$ cat config.mk
export PLATFORM = sky130hd
export DESIGN_NAME = alu_arbiter
export DESIGN_NICKNAME = d
export VERILOG_FILES = /design/src/rtl/alu_arbiter_pkg.sv /design/src/rtl/alu_arbiter.sv
export SDC_FILE = /design/constraint.sdc
export NUM_CORES = 1
export LEC_CHECK = 0
export ABC_CLOCK_PERIOD_IN_PS = 2400
export CORE_ASPECT_RATIO = 0.75
export CORE_MARGIN = 8
export CORE_UTILIZATION = 43
export DETAILED_ROUTE_END_ITERATION = 6
export PLACE_DENSITY = 0.91
export SLEW_MARGIN = 10
export SYNTH_ARGS = -nofsm -noshare
export SYNTH_HDL_FRONTEND = slang
export SYNTH_SLANG_ARGS = --single-unit
$ cat constraint.sdc
create_clock -name clk_i -period 2.4 [get_ports clk_i]
set_input_delay 0.24 -clock clk_i [delete_from_list [all_inputs] [get_ports clk_i]]
set_output_delay 0.24 -clock clk_i [all_outputs]
set_load 0.1 [all_outputs]
$ cat src/rtl/alu_arbiter_pkg.sv
// Shared types and constants for the two-port ALU arbiter/sequencer.
// Opcode values are the def.v encodings this block and its users rely on.
package alu_arbiter_pkg;

    localparam int unsigned CntW = 3;

    localparam logic [5:0] AluNop  = 6'h3F;
    localparam logic [5:0] AluAdda = 6'h00;
    localparam logic [5:0] AluSuba = 6'h01;
    localparam logic [5:0] AluAnda = 6'h02;
    localparam logic [5:0] AluOra  = 6'h03;
    localparam logic [5:0] AluAsla = 6'h04;

    typedef enum logic [1:0] {
        ArbIdle  = 2'd0,
        ArbIssue = 2'd1,
        ArbWait  = 2'd2,
        ArbResp  = 2'd3
    } arb_state_e;

    // Round-robin pick: on a tie the port that did not win last time goes next.
    function automatic logic arb_grant(input logic valid0, input logic valid1,
                                       input logic last_grant);
        if (valid0 && valid1) begin
            return ~last_grant;
        end
        return valid1;
    endfunction

endpackage

$ cat src/rtl/alu_arbiter.sv
// Round-robin arbiter that sequences one transaction at a time from two requesters
// through a shared registered ALU and returns each result as a one-cycle pulse.
module alu_arbiter
    import alu_arbiter_pkg::*;
#(
    parameter int unsigned DataW  = 8,
    parameter int unsigned OpW    = 6,
    parameter int unsigned AluLat = 1
) (
    input  logic             clk_i,
    input  logic             rst_ni,

    input  logic             req0_valid_i,
    output logic             req0_ready_o,
    input  logic [OpW-1:0]   req0_op_i,
    input  logic [DataW-1:0] req0_a_i,
    input  logic [DataW-1:0] req0_b_i,
    output logic             rsp0_valid_o,
    output logic [DataW-1:0] rsp0_data_o,

    input  logic             req1_valid_i,
    output logic             req1_ready_o,
    input  logic [OpW-1:0]   req1_op_i,
    input  logic [DataW-1:0] req1_a_i,
    input  logic [DataW-1:0] req1_b_i,
    output logic             rsp1_valid_o,
    output logic [DataW-1:0] rsp1_data_o,

    output logic [OpW-1:0]   alu_opcode_o,
    output logic [DataW-1:0] alu_in1_o,
    output logic [DataW-1:0] alu_in2_o,
    input  logic [DataW-1:0] alu_result_i,
    output logic             busy_o
);

    if (AluLat < 1 || AluLat > 7) begin : gen_lat_check
        $fatal(1, "AluLat must be in 1..7");
    end

    arb_state_e       state_q;
    logic             last_grant_q;
    logic             id_q;
    logic [CntW-1:0]  cnt_q;
    logic [OpW-1:0]   op_q;
    logic [DataW-1:0] a_q;
    logic [DataW-1:0] b_q;
    logic             rsp0_valid_q;
    logic             rsp1_valid_q;
    logic [DataW-1:0] rsp0_data_q;
    logic [DataW-1:0] rsp1_data_q;
    logic             grant_id;

    // Ready is gated by reset so nothing can handshake while reset is held.
    always_comb begin
        grant_id     = arb_grant(req0_valid_i, req1_valid_i, last_grant_q);
        req0_ready_o = rst_ni && (state_q == ArbIdle) && req0_valid_i && !grant_id;
        req1_ready_o = rst_ni && (state_q == ArbIdle) && req1_valid_i && grant_id;
    end

    // The pin registers double as the latched request: loaded on handshake,
    // held through ISSUE/WAIT, returned to NOP/0 when the result is captured.
    always_ff @(posedge clk_i or negedge rst_ni) begin
        if (!rst_ni) begin
            state_q      <= ArbIdle;
            last_grant_q <= 1'b1;
            id_q         <= 1'b0;
            cnt_q        <= '0;
            op_q         <= OpW'(AluNop);
            a_q          <= '0;
            b_q          <= '0;
            rsp0_valid_q <= 1'b0;
            rsp1_valid_q <= 1'b0;
            rsp0_data_q  <= '0;
            rsp1_data_q  <= '0;
        end else begin
            rsp0_valid_q <= 1'b0;
            rsp1_valid_q <= 1'b0;
            unique case (state_q)
                ArbIdle: begin
                    if (req0_ready_o || req1_ready_o) begin
                        id_q         <= grant_id;
                        last_grant_q <= grant_id;
                        op_q         <= grant_id ? req1_op_i : req0_op_i;
                        a_q          <= grant_id ? req1_a_i : req0_a_i;
                        b_q          <= grant_id ? req1_b_i : req0_b_i;
                        state_q      <= ArbIssue;
                    end
                end
                ArbIssue: begin
                    cnt_q   <= CntW'(AluLat);
                    state_q <= ArbWait;
                end
                ArbWait: begin
                    cnt_q <= cnt_q - 1'b1;
                    if (cnt_q == CntW'(1)) begin
                        if (id_q) begin
                            rsp1_data_q  <= alu_result_i;
                            rsp1_valid_q <= 1'b1;
                        end else begin
                            rsp0_data_q  <= alu_result_i;
                            rsp0_valid_q <= 1'b1;
                        end
                        op_q    <= OpW'(AluNop);
                        a_q     <= '0;
                        b_q     <= '0;
                        state_q <= ArbResp;
                    end
                end
                ArbResp: begin
                    state_q <= ArbIdle;
                end
                default: begin
                    state_q <= ArbIdle;
                end
            endcase
        end
    end

    assign rsp0_valid_o = rsp0_valid_q;
    assign rsp1_valid_o = rsp1_valid_q;
    assign rsp0_data_o  = rsp0_data_q;
    assign rsp1_data_o  = rsp1_data_q;
    assign alu_opcode_o = op_q;
    assign alu_in1_o    = a_q;
    assign alu_in2_o    = b_q;
    assign busy_o       = (state_q != ArbIdle);

endmodule

==> metrics.yaml, run 1 <==
clocking:
  cts_sinks: 47
  cts.htree.levels: 2
  clock_tree.root_cell: "sky130_fd_sc_hd__clkbuf_8"
  cts.clk_slew.worst_paths_ns: 0.09
  tritoncts.num_buffers: 5
  cts.repair_timing.setup_buffer_count: 0
  cts_buffer_depth: 2
  cts_tree: "yes"
  clock_latency_of_the_later_clocked_register_in_the_worst_skew_pair_ns: 0.30
critical_path:
  worstSetupEndpointType: "output port"
  setup.worst_path.start: "state_q[1]"
  path_max_fanout: 9
  worstSetupStartpointType: "register"
  critPathArrivalTime_ns: 1.76
  setup.reg_to_reg.worst_slack_ns: 0.44
  regToRegStartpoint: "state_q[0]"
  worst-setup-path-type: "register to output port"
  cp_data_required_time_ns: 2.16
sta:
  setup-violations-final: 0
  setup_tns_ns: 0
  final_number_of_max_transition_violations: 0
  achievable-frequency_ghz: 0.499
  worst_clock_skew_ns: 0.0120
  fin_hold_ws_ns: 0.303
  hold_viol_final: 0
  tightest_slew_ns: 0.587
  fin_crit_ns: 2.00
  max_slew_margin: 0.608
  rsz_0062_raised_after_global_routing: "no"
  fin_crit_sh: 0.834
grt:
  grt_usage: 0.152
  first_global_vias: 1895
  antenna_violations_before_repair: 0
  grt_remaining_overflow: 0
  grt_max_degree: 29
  global_route_wire_length_before_repair_um: 9590
die:
  initial_core_util: 0.450
  horiz_die_dim_um: 99.1
  coreArea_um2: 4950
  die_y_um: 78.3
  die-area_um2: 7770
  std_cell_rows: 22
  design.portCount: 99
yosys:
  synthDominantCellAreaShare: 0.449
  syn_area_per_cell_um2: 12.9
  synth-seq-area-share: 0.532
  post_synth_main_area_contributors: "sky130_fd_sc_hd__dfrtp_1 (45%), sky130_fd_sc_hd__mux2i_1 (11%), sky130_fd_sc_hd__mux2_2 (9.1%), sky130_fd_sc_hd__dfstp_2 (8.3%), sky130_fd_sc_hd__o2bb2ai_1 (6.3%)"
  syn_inst: 173
  yosysWarningCount: 0
  yosys.area.top_type: "sky130_fd_sc_hd__dfrtp_1"
  postSynthRegisterBits: 47
  synth_area_um2: 2230
  yosysUniqueCellTypes: 32
  synth.net_count: 234
placed_design:
  placement.cell_area_um2: 3170
  dp.final_hpwl_um: 4600
  place_congestion: 0.794
  port-buffer-count: 98
  numPlacedInstances: 328
detailed_routing:
  detail_route.wirelength_um: 5810
  drtPass1Iterations: 4
  drc: 0
  post_drt_wl_per_cell_um: 17.2
  detailroute.via_count: 1691
  antenna_violating_nets_post_route: 0
  drt_iter0_markers: 37
  avgViaCountPerCell: 5.02
finish:
  stdcell_area_um2: 3300
  layout.cells.most_common: "sky130_fd_sc_hd__clkdlybuf4s50_1"
  layout.cells.most_common_list: "sky130_fd_sc_hd__clkdlybuf4s50_1 (54), sky130_fd_sc_hd__buf_4 (46), sky130_fd_sc_hd__dfrtp_1 (40)"
  post_route_cells_drive_above_1_share: 0.318
  post_layout_nonfiller_instances: 337
  antenna_cells: 0
  flow.area_growth_from_synthesis_pct: 47.9
  nets: 337
worst_hold_path:
  holdCritPathClass: "input port to async pin"
run:
  timing.max_cap.violations: 0
status:
  outcome: "complete, no violations"
[Yosys cell counts (all sizes together)]
cell,count
o2111ai,1
a22oi,1
mux2i,24
a21boi,1
dfstp,7
or3,1
and3b,1
nor2,15
a21oi,3
a22o,1
nand2b,1
dfrtp,40
o2bb2ai,17
ha,5
clkbuf,1
a2bb2oi,1
buf,7
nor3,2
nand3,2
mux2,22
nand2,7
inv,9
nor2b,1
o21ai,3
[timing repair]
| item | CTS | global route |
|---|---|---|
| resized for setup | 0 | 0 |
| hold endpoints to repair | 3 | 0 |
| hold buffers | 1 | 0 |
[flip-flops by register name, summed over array words and instances, names as in the netlist]
| signal | count |
|---|---|
| alu_opcode_o | 6 |
| rsp1_valid_o | 1 |
| id_q | 1 |
| alu_in2_o | 8 |
| last_grant_q | 1 |
| rsp0_data_o | 8 |
| rsp1_data_o | 8 |
| alu_in1_o | 8 |
| cnt_q | 3 |
| rsp0_valid_o | 1 |
| state_q | 2 |
[worst max-delay path, stage by stage, from the launching register on]
cell and delay [ns]:
sky130_fd_sc_hd__dfrtp_1 0.39, sky130_fd_sc_hd__inv_1 0.11, sky130_fd_sc_hd__ha_1 0.37, sky130_fd_sc_hd__nand2_1 0.15
sky130_fd_sc_hd__nor2_1 0.23, sky130_fd_sc_hd__buf_12 0.21
[worst paths after layout]
| kind | end | cells past startpoint |
|---|---|---|
| max in group asynchronous | alu_in2_o[7] | 3 |
| min in group clk_i | alu_in2_o[1] | 1 |
| worst max-delay path | req1_ready_o | 5 |
| worst min-delay path | state_q[0] | 2 |
| worst max register to register | alu_opcode_o[3] | 5 |
| worst min register to register | alu_in2_o[1] | 1 |
[logic make-up (layout without fill, tap and decap cells)]
logic type                 after synthesis  in the layout  share of synthesized area
buffers and inverters                   17            121                     0.0444
AOI/OAI and AO/OA                       28             28                      0.112
and+or+nand+nor                         30             30                     0.0646
muxes                                   46             46                      0.219
adders and majority gates                5              5                     0.0281
DFF                                     47             47                      0.532
[per-stage QoR]
stage,util,setup slack [ns]
after floorplan,-,0.0811
after global routing,0.665,0.263
final,0.665,0.398
after detailed placement,0.640,0.429
after CTS,0.665,0.376
after global placement,0.640,0.523
[area by class of cell]
cell class,instances,area (um2)
Tap cell,60,75.1
Inverter,9,33.8
Clock buffer,5,68.8
Sequential cell,47,1180
Clock inverter,3,43.8
Multi-Input combinational cell,109,948
Fill cell,398,1660
Timing Repair Buffer,104,941
[per-layer routing]
metal / track usage / wire, um
met1: 0.174 / 2410
met2: 0.251 / 2710
met3: 0.0705 / 611
met4: 0.0467 / 75
met5: 0 / 0
Power of run 1 is left out: the tool's default activity adds up to more than one toggle a clock period on the data nets, which glitch-free logic cannot reach.
==> inputs of run 2 (changes only) <==
ABC_CLOCK_PERIOD_IN_PS = 2000   (was 2400)
CORE_UTILIZATION = 42   (was 43)
PLACE_DENSITY = 0.89   (was 0.91)
clock period = 2 ns   (was 2.4 ns; I/O delays follow)
==> run 2 against run 1 <==
  * Sequential cell count unchanged
  * Via count is 0.53% higher
  * Die area up 1.9%
  * Register-to-register slack worse by 0.22 ns
  * Critical path depth unchanged
  * First-iteration DRC count fell by 14%
  * Count of clock-buffer cells in the layout increased by 1
  * Wire length shrank 1.0%
==> metrics.yaml, run 2 (synthesized netlist as in run 1, its figures left out) <==
critical_path:
  worstPathCellList: "dlygate4sd3_1 > buf_2 > nand3_1 > a21oi_2 > buf_12"
  worstSetupEndpointType: "output port"
  max_stage_delay_ns: 0.52  # +0.13 ns
  crit_family: "buffers and inverters"
  worstSetupStartpointType: "input port"
  worst-setup-path-type: "input port to output port"
  critical_path.slowest_cell: "sky130_fd_sc_hd__dlygate4sd3_1"
  regToRegEndpoint: "alu_in1_o[2]"
  setup.worst_path.start: "rst_ni"
  cp.buffers_inverters: 3  # +1
  setup.reg_to_reg.worst_slack_ns: 0.22  # -0.22 ns
  regToRegStartpoint: "state_q[0]"
  critPathArrivalTime_ns: 1.62  # -0.14 ns
  reg2reg_depth: 7  # +2
  path_max_fanout: 17  # +8
  cp_data_required_time_ns: 1.80  # -0.36 ns
sta:
  fin_crit_ns: 1.82
  hold_viol_final: 0  # unchanged
  tightest_slew_ns: 0.469  # -0.118 ns
  final_number_of_max_transition_violations: 0  # unchanged
  rsz_0062_raised_after_global_routing: "no"
  setup_tns_ns: 0  # unchanged
  max_slew_margin: 0.686  # +0.0785
  worst_clock_skew_ns: 0.00490  # -0.00708 ns
  fin_crit_sh: 0.911
  achievable-frequency_ghz: 0.549
  setup-violations-final: 0  # unchanged
finish:
  multiInputGateArea_um2: 953  # +0.53%
  nets: 337  # unchanged
  flow.area_growth_from_synthesis_pct: 50.3
  layout.cells.most_common: "sky130_fd_sc_hd__clkdlybuf4s50_1"
  seqCellArea_um2: 1180  # unchanged
  post_route_cells_drive_above_1_share: 0.325  # +0.00722
  fill_cells: 430  # +8.0%
  antenna_cells: 0  # unchanged
  layout.cells.most_common_list: "sky130_fd_sc_hd__clkdlybuf4s50_1 (54), sky130_fd_sc_hd__buf_4 (44), sky130_fd_sc_hd__dfrtp_1 (40)"
clocking:
  tritoncts.num_buffers: 5  # unchanged
  cts.htree.levels: 2  # unchanged
  cts_tree: "yes"
  clock_tree.root_cell: "sky130_fd_sc_hd__clkbuf_8"
  cts_sinks: 47  # unchanged
  cts_buffer_depth: 2  # unchanged
  clock_latency_of_the_later_clocked_register_in_the_worst_skew_pair_ns: 0.29  # about the same
  cts.clk_slew.worst_paths_ns: 0.08  # about the same
placed_design:
  port-buffer-count: 98  # unchanged
  place_congestion: 0.795  # +0.10%
  dp.final_hpwl_um: 4540  # -1.4%
grt:
  global_route.peak_usage_layer: "met2"
  met3_usage: 0.0480  # -0.0224
  grt_usage: 0.147  # -0.00565
  first_global_vias: 1817  # -4.1%
  grt_max_degree: 37  # +28%
  global_route_wire_length_before_repair_um: 9360  # -2.4%
  grt_remaining_overflow: 0  # unchanged
  antenna_violations_before_repair: 0  # unchanged
  use_met2: 0.247  # -0.00450
  met1_track_usage_gr: 0.182  # +0.00765
die:
  coreArea_um2: 5240  # +5.7%
  initial_core_util: 0.425  # -0.0243
  std_cell_rows: 23  # +4.5%
  die-area_um2: 7920  # +1.9%
  design.portCount: 99  # unchanged
  horiz_die_dim_um: 100  # +0.99%
  die_y_um: 79.1  # +0.94%
detailed_routing:
  detailroute.via_count: 1700  # +0.53%
  avgViaCountPerCell: 4.83  # -3.8%
  drc: 0  # unchanged
  drtPass1Iterations: 4  # unchanged
  post_drt_wl_per_cell_um: 16.3  # -5.3%
  drt_iter0_markers: 32  # -14%
  antenna_violating_nets_post_route: 0  # unchanged
  detail_route.wirelength_um: 5750  # -1.0%
run:
  timing.max_cap.violations: 0  # unchanged
worst_hold_path:
  holdCritPathClass: "input port to async pin"
status:
  outcome: "complete, no violations"
-- run 2: changes by cell type in the layout (fill, tap and decap cells not counted) --
cell                       delta
sky130_fd_sc_hd__buf_12       +2
sky130_fd_sc_hd__buf_4        -2
sky130_fd_sc_hd__clkbuf_8     +1
sky130_fd_sc_hd__clkinv_4     -1
sky130_fd_sc_hd__ha_1         -1
sky130_fd_sc_hd__ha_2         +1
sky130_fd_sc_hd__nor2_1       -1
sky130_fd_sc_hd__nor2_2       +1
-- run 2: layer usage --
metal | wire length [um] | vias up
li1 | - | 820
met1 | 2530 | 810
met2 | 2800 | 66
met3 | 393 | 4
met4 | 21 | 0
met5 | 0 | -
-- run 2: layout make-up --
cell class / count / share of cell area
timing repair buffer: 104 / 0.288
tap: 75 / 0.0280
inverter: 9 / 0.0101
multi-input combinational: 109 / 0.285
sequential: 47 / 0.354
clock inverter: 2 / 0.0105
clock buffer: 6 / 0.0247
-- run 2: how the worst max path moves through the flow --
stage                     slack, ns  cells after the start           end
after floorplan                0.13                      5  req0_ready_o
after global placement         0.31                      5  alu_in2_o[1]
after detailed placement       0.20                      5  alu_in1_o[2]
after CTS                      0.04                      5  req0_ready_o
after global routing           0.07                      5  req1_ready_o
final                          0.18                      5  req0_ready_o
-- run 2: what timing repair did --
item	in CTS	in global routing
buffers inserted	0	0
resized for setup	0	1
setup endpoints to repair	0	2
hold endpoints to repair	4	0
hold buffers	1	0
-- run 2: stage by stage --
step | hold WS (ns) | area [um2] | instances | setup slack (ns) | util
after floorplan | -0.0956 | 2230 | 173 | 0.126 | -
after global placement | 0.123 | 3220 | 343 | 0.306 | 0.615
after detailed placement | 0.132 | 3220 | 343 | 0.204 | 0.615
after CTS | 0.344 | 3350 | 352 | 0.0385 | 0.639
after global routing | 0.373 | 3350 | 352 | 0.0689 | 0.640
final | 0.351 | 3350 | 352 | 0.178 | 0.640
Power of run 2 is left out for the same reason.
==> inputs of run 3 (changes only) <==
SLEW_MARGIN = not set   (was 10)
==> results of run 3 <==
Final layout, timing and power as in run 2 (identical DEF).
Power of run 3 is left out for the same reason.
